`src/rtl/instr_encoder_pkg.sv`:
```
// Shared encoding constants and the input operation enum for the instruction encoder.
package instr_encoder_pkg;

    typedef enum logic [2:0] {
        OpAdd     = 3'd0,
        OpSub     = 3'd1,
        OpAnd     = 3'd2,
        OpOr      = 3'd3,
        OpLd      = 3'd4,
        OpSd      = 3'd5,
        OpBeq     = 3'd6,
        OpIllegal = 3'd7
    } op_e;

    typedef enum logic [1:0] {
        StIdle  = 2'd0,
        StRun   = 2'd1,
        StDrain = 2'd2
    } state_e;

    localparam logic [6:0] OPC_LOAD   = 7'b0000011;
    localparam logic [6:0] OPC_STORE  = 7'b0100011;
    localparam logic [6:0] OPC_BRANCH = 7'b1100011;
    localparam logic [6:0] OPC_OP     = 7'b0110011;

    localparam logic [2:0] F3_ADD_SUB = 3'b000;
    localparam logic [2:0] F3_AND     = 3'b111;
    localparam logic [2:0] F3_OR      = 3'b110;
    localparam logic [2:0] F3_DOUBLE  = 3'b011;
    localparam logic [2:0] F3_BEQ     = 3'b000;

    localparam logic [6:0] F7_BASE = 7'b0000000;
    localparam logic [6:0] F7_SUB  = 7'b0100000;

    // True when the 64-bit immediate is representable as a signed 12-bit value.
    function automatic logic imm_fits12(input logic [63:0] imm);
        return imm[63:11] == {53{imm[11]}};
    endfunction

endpackage

```
`src/rtl/instr_encoder_pack.sv`:
```
// Combinational field packer for RV64 words.
// INSTR_ENC_RANGE_CHECK_EN: reject ld/sd/beq immediates that do not fit signed 12 bits.
module instr_pack
    import instr_encoder_pkg::*;
(
    input  op_e         op,
    input  logic [4:0]  rd,
    input  logic [4:0]  rs1,
    input  logic [4:0]  rs2,
    input  logic [63:0] imm,
    output logic [31:0] instr,
    output logic        legal
);

    logic [11:0] i;
    assign i = imm[11:0];

`ifndef INSTR_ENC_RANGE_CHECK_EN
    logic unused_imm;
    assign unused_imm = ^imm[63:12];
`endif

    always_comb begin
        instr = '0;
        legal = 1'b1;
        unique case (op)
            OpAdd:     instr = {F7_BASE, rs2, rs1, F3_ADD_SUB, rd, OPC_OP};
            OpSub:     instr = {F7_SUB, rs2, rs1, F3_ADD_SUB, rd, OPC_OP};
            OpAnd:     instr = {F7_BASE, rs2, rs1, F3_AND, rd, OPC_OP};
            OpOr:      instr = {F7_BASE, rs2, rs1, F3_OR, rd, OPC_OP};
            OpLd:      instr = {i, rs1, F3_DOUBLE, rd, OPC_LOAD};
            OpSd:      instr = {i[11:5], rs2, rs1, F3_DOUBLE, i[4:0], OPC_STORE};
            // Branch field holds the decoder's raw 12-bit value, not a byte offset.
            OpBeq:     instr = {i[11], i[9:4], rs2, rs1, F3_BEQ, i[3:0], i[10], OPC_BRANCH};
            OpIllegal: legal = 1'b0;
        endcase
`ifdef INSTR_ENC_RANGE_CHECK_EN
        if ((op == OpLd || op == OpSd || op == OpBeq) && !imm_fits12(imm)) begin
            legal = 1'b0;
        end
`endif
    end

endmodule

```
`src/rtl/instr_encoder.sv`:
```
// Streaming instruction encoder: packs field bundles into words and writes them to imem
// at an auto-incrementing address through a one-entry output register.
module instr_encoder
    import instr_encoder_pkg::*;
#(
    parameter int unsigned AW = 10
) (
    input  logic          clk,
    input  logic          rst,
    input  logic          start,
    input  logic          finish,
    input  logic [AW-1:0] base_addr,
    input  logic          in_valid,
    output logic          in_ready,
    input  logic [2:0]    in_op,
    input  logic [4:0]    in_rd,
    input  logic [4:0]    in_rs1,
    input  logic [4:0]    in_rs2,
    input  logic [63:0]   in_imm,
    output logic          out_valid,
    input  logic          out_ready,
    output logic [AW-1:0] out_addr,
    output logic [31:0]   out_instr,
    output logic          err,
    output logic          done,
    output logic [AW-2:0] count
);

    state_e      state;
    logic        accept;
    logic        wr;
    logic [31:0] pack_instr;
    logic        pack_legal;
    logic        unused_base;

    assign unused_base = ^base_addr[1:0];

    assign in_ready = (state == StRun) && (!out_valid || out_ready);
    assign accept   = in_valid && in_ready;
    assign wr       = out_valid && out_ready;

    instr_pack u_pack (
        .op    (op_e'(in_op)),
        .rd    (in_rd),
        .rs1   (in_rs1),
        .rs2   (in_rs2),
        .imm   (in_imm),
        .instr (pack_instr),
        .legal (pack_legal)
    );

    // out_addr always names the address of the word currently held (or the next one to come).
    always_ff @(posedge clk) begin
        if (rst) begin
            state     <= StIdle;
            out_valid <= 1'b0;
            out_addr  <= '0;
            out_instr <= '0;
            err       <= 1'b0;
            done      <= 1'b0;
            count     <= '0;
        end else begin
            err  <= accept && !pack_legal;
            done <= 1'b0;

            if (wr) begin
                out_addr <= out_addr + AW'(4);
                count    <= count + 1'b1;
            end

            if (accept && pack_legal) begin
                out_valid <= 1'b1;
                out_instr <= pack_instr;
            end else if (wr) begin
                out_valid <= 1'b0;
            end

            case (state)
                StIdle: begin
                    if (start) begin
                        state    <= StRun;
                        out_addr <= {base_addr[AW-1:2], 2'b00};
                        count    <= '0;
                    end
                end
                StRun: begin
                    if (finish) begin
                        state <= StDrain;
                    end
                end
                StDrain: begin
                    if (!out_valid) begin
                        state <= StIdle;
                        done  <= 1'b1;
                    end
                end
                default: state <= StIdle;
            endcase
        end
    end

endmodule

```
`config.mk`:
```
export PLATFORM = sky130hd
export DESIGN_NAME = instr_encoder
export DESIGN_NICKNAME = d
export VERILOG_FILES = /design/src/rtl/instr_encoder_pkg.sv /design/src/rtl/instr_encoder_pack.sv /design/src/rtl/instr_encoder.sv
export SDC_FILE = /design/constraint.sdc
export NUM_CORES = 1
export LEC_CHECK = 0
export CAP_MARGIN = 5
export CORE_AREA = 8 8 96 98
export DETAILED_ROUTE_END_ITERATION = 10
export DIE_AREA = 0 0 104 106
export MAX_ROUTING_LAYER = met4
export PLACE_DENSITY = 0.74
export SYNTH_ARGS = -nofsm -noshare
export SYNTH_HDL_FRONTEND = slang
export SYNTH_SLANG_ARGS = --single-unit
```
`constraint.sdc`:
```
create_clock -name clk -period 1.3 [get_ports clk]
set_clock_uncertainty 0.05 [all_clocks]
set_input_delay 0.26 -clock clk [delete_from_list [all_inputs] [get_ports clk]]
set_output_delay 0.26 -clock clk [all_outputs]
set_load 0.02 [all_outputs]
```
## Word level (Yosys, flattened, before mapping)

Cells that the tools add are included.

| word-level totals | value |
|---|---|
| bits in read-only memories | 0 |
| bits in latches | 0 |
| RAM bits | 0 |
| register bits | 56 |
| memories kept | 0 |
| bits of input ports | 98 |

| cells by class | value |
|---|---|
| eq/ne operators | 12 |
| shift-type cells | 0 |
| $add $sub $neg | 2 |
| muxes and demuxes | 15 |
| order comparisons | 0 |
| reduce and logical (&&, ||, !) cells | 12 |
| div/mod/pow operators | 0 |
| multiply operators | 0 |
| bitwise gates (word level) | 1 |

Operators by type and width:

| cell | number |
|---|---|
| $pmux 32 s7 | 1 |
| $mux 10 | 3 |
| $mux 9 | 3 |
| $eq 3x3->1 const B | 4 |
| $add 10x3->10 const B | 1 |
| $add 9x1->9 const B | 1 |
| $eq 3x2->1 const B | 2 |
| $mux 2 | 3 |
| $ne 2x2->1 const B | 3 |
| $pmux 2 s3 | 1 |
| $logic_and 1x1->1 | 5 |
| $mux 1 | 4 |
| $eq 3x1->1 const B | 1 |
| $logic_not 3->1 | 1 |
| $reduce_and 3->1 | 1 |
| $eq 2x1->1 const B | 1 |
| $eq 2x2->1 const B | 1 |
| $logic_not 2->1 | 1 |
| $reduce_bool 2->1 | 1 |
| $reduce_or 2->1 | 1 |
| $logic_not 1->1 | 1 |
| $logic_or 1x1->1 | 1 |
| $not 1->1 | 1 |

## Logic depth before layout (Yosys ltp)

| depth | value |
|---|---|
| depth in word-level cells | 6 |
| mapped depth | 7 |

## By module

From an unflattened synthesis, not the netlist that was laid out.

| unflattened totals | value |
|---|---|
| cells, all modules | 291 |
| area, all modules | 2613.8 um2 |

Modules (own cells, without submodules):

| module | area an instance (um2) | times used | cells each | seq. area each (um2) |
|---|---|---|---|---|
| instr_encoder | 2124.5 | 1 | 211 | 1081.0 |
| instr_pack | 489.2 | 1 | 80 | 0.0 |

## Worst setup path before layout

Ideal clock, no wire load.

| path | value |
|---|---|
| path type | register -> register |
| start point | register out_valid |
| end point | register out_instr[26] |
| stages on the path, launching flop included | 7 |
| period minus slack after synthesis | 1454 ps |
| data required time | 1118 ps |
| arrival | 1272 ps |
| path slack | -154 ps |
| buffers on the path | 2 |
| path through | dfxtp_1 -> nand2b_1 -> and4_1 -> buf_6 -> buf_6 -> nand3_1 -> a21oi_1 |

| on the way | value |
|---|---|
| longest elaborated chain between the ends | 5 |

RTL lines:

| what | RTL line | source |
|---|---|---|
| start: declaration | instr_encoder.sv:20 | `output logic out_valid,` |
| start signal: assignment | instr_encoder.sv:56 | `out_valid <= 1'b0;` |
| start signal: assignment | instr_encoder.sv:72 | `out_valid <= 1'b1;` |
| start signal: assignment | instr_encoder.sv:75 | `out_valid <= 1'b0;` |
| $logic_not 1->1 | n/a |  |
| $logic_or 1x1->1 | instr_encoder.sv:38 | `assign in_ready = (state == StRun) && (!out_valid \|\| out_ready);` |
| $logic_and 1x1->1 | instr_encoder.sv:38 |  |
| $logic_and 1x1->1 | instr_encoder.sv:39 | `assign accept = in_valid && in_ready;` |
| $logic_and 1x1->1 | instr_encoder.sv:71 | `if (accept && pack_legal) begin` |
| end signal: assignment | instr_encoder.sv:73 | `out_instr <= pack_instr;` |
| end: declaration | instr_encoder.sv:23 | `output logic [31:0] out_instr,` |

Every way passes these cells.
A chain may end at the register's enable or synchronous reset.

## Final worst setup path

| path | value |
|---|---|
| start point | register state[1] |
| end point | register out_instr[11] |

| on the way | value |
|---|---|
| longest elaborated chain between the ends | 4 |

RTL lines:

| what | RTL line | source |
|---|---|---|
| start: declaration | instr_encoder.sv:29 | `state_e state;` |
| start signal: assignment | instr_encoder.sv:55 | `state <= StIdle;` |
| start signal: assignment | instr_encoder.sv:81 | `state <= StRun;` |
| start signal: assignment | instr_encoder.sv:88 | `state <= StDrain;` |
| $eq 2x1->1 | instr_encoder.sv:38 |  |
| $logic_and 1x1->1 | instr_encoder.sv:38 |  |
| $logic_and 1x1->1 | instr_encoder.sv:39 |  |
| $logic_and 1x1->1 | instr_encoder.sv:71 |  |

Every way passes these cells.

==> flow_summary.json <==
{
  "drive_above_1_share_pct": 40.0,
  "antenna_cells": 0,
  "slew_violations": 0,
  "antenna_found_initial": 0,
  "end_kind": "flop",
  "synth_edf_count": 0,
  "hold_viol": 0,
  "grt_pass1_vias": 2703,
  "chipWidth_um": 104,
  "power_leakage_uw": 0.00167,
  "yosys_warnings": 0,
  "gp_congestion": 0.835,
  "worstPathMaxFanout": 11,
  "synthTopCellsByCount": "dfxtp_1 (51), nand2_1 (41), nor2_1 (38)",
  "period_needed_ns": 1.47,
  "finalSetupTns_ns": -3.60,
  "synthSimpleGateAreaFrac_pct": 25.2,
  "synth_fa_ha_area_share_pct": 1.02,
  "worstSetupStartpoint": "state[1]",
  "synth_xor_area_share_pct": 5.73,
  "synth_cell_types": 39,
  "initial_core_util_pct": 31.2,
  "ir_drop_mv": 0.450,
  "drtIter0Drc": 75,
  "gr-usage-met2_pct": 25.0,
  "syn_area_sq_um": 2450,
  "yosys.area.top_type": "dfxtp_1",
  "clk_latency_ns": 0.30,
  "fill_cells": 726,
  "num_vias": 2627,
  "synth_compound_area_share_pct": 17.5,
  "grt_setup_unrepaired": "true",
  "synth_area_leaders": "dfxtp_1 (42%), nand2_1 (6.3%), nor2_1 (5.8%)",
  "criticalPathCategory": "flop to flop",
  "muxShareOfSynthArea_pct": 1.23,
  "die_h_um": 106,
  "synth-seq-cells": 51,
  "seqCellArea_sq_um": 1040,
  "violations": "negative setup slack",
  "placementRows": 33,
  "grt_max_degree": 22,
  "power_density_nw_per_um2": 853,
  "rr_startpoint": "state[1]",
  "dpl.hpwl_um": 5860,
  "fin_ws_ns": -0.172,
  "io_buffers": 94,
  "post_drt_wl_per_cell_um": 15.1,
  "critPathRequiredTime_ns": 1.48,
  "cp_data_arrival_time_ns": 1.65,
  "yosys.area.top_type_share_pct": 41.7,
  "synth_ff_type": "dfxtp_1",
  "ys_async_sr_fraction_pct": 0,
  "htreeDepth": 2,
  "grt_util_met1_pct": 16.5,
  "num-nets-final": 537,
  "crit_path_start_kind": "flop",
  "yosysMostFrequentCell": "dfxtp_1",
  "hp-class": "flop to flop",
  "grt_usage_pct": 14.5,
  "maxCapViolations": 0,
  "multiInputGateArea_sq_um": 1570,
  "drc": 0,
  "outcome": "finished, violations left",
  "path_clk_slew_ns": 0.10,
  "core_sq_um": 7850,
  "cts.sinks": 51,
  "setup_viol_count_final": 31,
  "cts_buffer_depth": 2,
  "busiest_layer": "met2",
  "grt_pass1_wl_um": 13100,
  "drtPass1Iterations": 4,
  "die_area_sq_um": 11000,
  "fmax_mhz": 679,
  "postSynthAreaPerCell_sq_um": 8.08,
  "vias_per_cell": 4.84,
  "synth_top_family_by_area": "simple AND/OR/NAND/NOR gates",
  "yosysSeqAreaShare_pct": 41.7,
  "boundaryPins": 153,
  "grt_overflow_total": 0,
  "syn_to_final_growth_pct": 70.9,
  "wl_um": 8180,
  "final_core_util_pct": 53.3,
  "postCtsHoldBufs": 0,
  "cts_tree": "yes",
  "met3_usage_pct": 3.87,
  "finalCritPeriodShare_pct": 113,
  "cts-root-buf": "clkbuf_8",
  "min_from": "out_instr[18]",
  "synth_cells": 303,
  "cts_buffers": 5,
  "ant_nets": 0
}
[cell usage in the layout (no fill, tap or decap), drive strengths merged, types with 14 or more instances in the layout]
cell,count
clkbuf,34
a21oi,18
nand3,15
clkdlybuf4s15,14
nor3,15
dfxtp,51
nand2,41
clkdlybuf4s50,39
buf,63
nor2,38
[report_power, final]
| part | leakage [uW] | internal, uW | switching [uW] |
|---|---|---|---|
| registers | 0.000421 | 1630 | 50.9 |
| clock network | 0.0000418 | 388 | 548 |
| logic | 0.00121 | 467 | 484 |
[state kept, by name, summed over array words and instances, names as in the netlist]
register	cells
out_instr	29
count	9
done	1
state	2
err	1
out_valid	1
out_addr	8
[repair_timing]
item / CTS / global route
buffers inserted: 4 / 3
gates cloned: 1 / 2
pin swaps: 9 / 23
endpoints found under the setup margin: 90 / 76
resized for setup: 159 / 86
[routing by layer]
layer | part of all wire (%) | vias to the layer above
met5 | 0 | -
met3 | 5.1 | 7
met2 | 51 | 83
met4 | 0.53 | 0
li1 | - | 1312
met1 | 44 | 1225
[worst max-delay path, stage by stage (launching register included)]
cell      delay [ns]
dfxtp_2         0.33
and2b_4         0.25
buf_6           0.13
and4_4          0.29
buf_12          0.14
nor2_1          0.04
a211oi_1        0.16
[per-stage QoR]
step                      total power, uW  hold WS, ns  setup slack (ns)  area (sq um)  std cells
after CTS                            3550        0.412            -0.190          4080        538
final                                3570        0.414            -0.172          4180        543
after global routing                 3760        0.432            -0.262          4180        543
after global placement               2570        0.394            -0.578          3800        525
after floorplan                      2130        0.327          -0.00584          2490        306
after detailed placement             2580        0.398            -0.604          3800        525
[logic make-up (layout without fill, tap and decap cells)]
group                      count (synthesis)  in the layout
xor gates and xnor gates                  16             16
other                                      1              4
muxes                                      3              3
AOI/OAI and AO/OA                         65             65
and+or+nand+nor                          131            132
DFF                                       51             51
buffers and inverters                     34            165
adders and majority gates                  2              2
[final cells by class]
| cell class | count | area share (%) |
|---|---|---|
| multi-input combinational | 222 | 37.4 |
| timing repair buffer | 149 | 31.5 |
| sequential | 51 | 25.0 |
| tap | 105 | 3.14 |
| clock buffer | 6 | 1.73 |
| inverter | 8 | 0.808 |
| clock inverter | 2 | 0.389 |
[final timing paths]
| path | endpoint | slack (ns) | cells past startpoint |
|---|---|---|---|
| setup / recovery | out_instr[11] | -0.17 | 6 |
| hold / removal | out_instr[18] | 0.41 | 2 |
| setup reg to reg | out_instr[11] | -0.17 | 6 |
| hold reg to reg | out_instr[18] | 0.41 | 2 |
No activity file was read; power rests on OpenSTA's default activity.
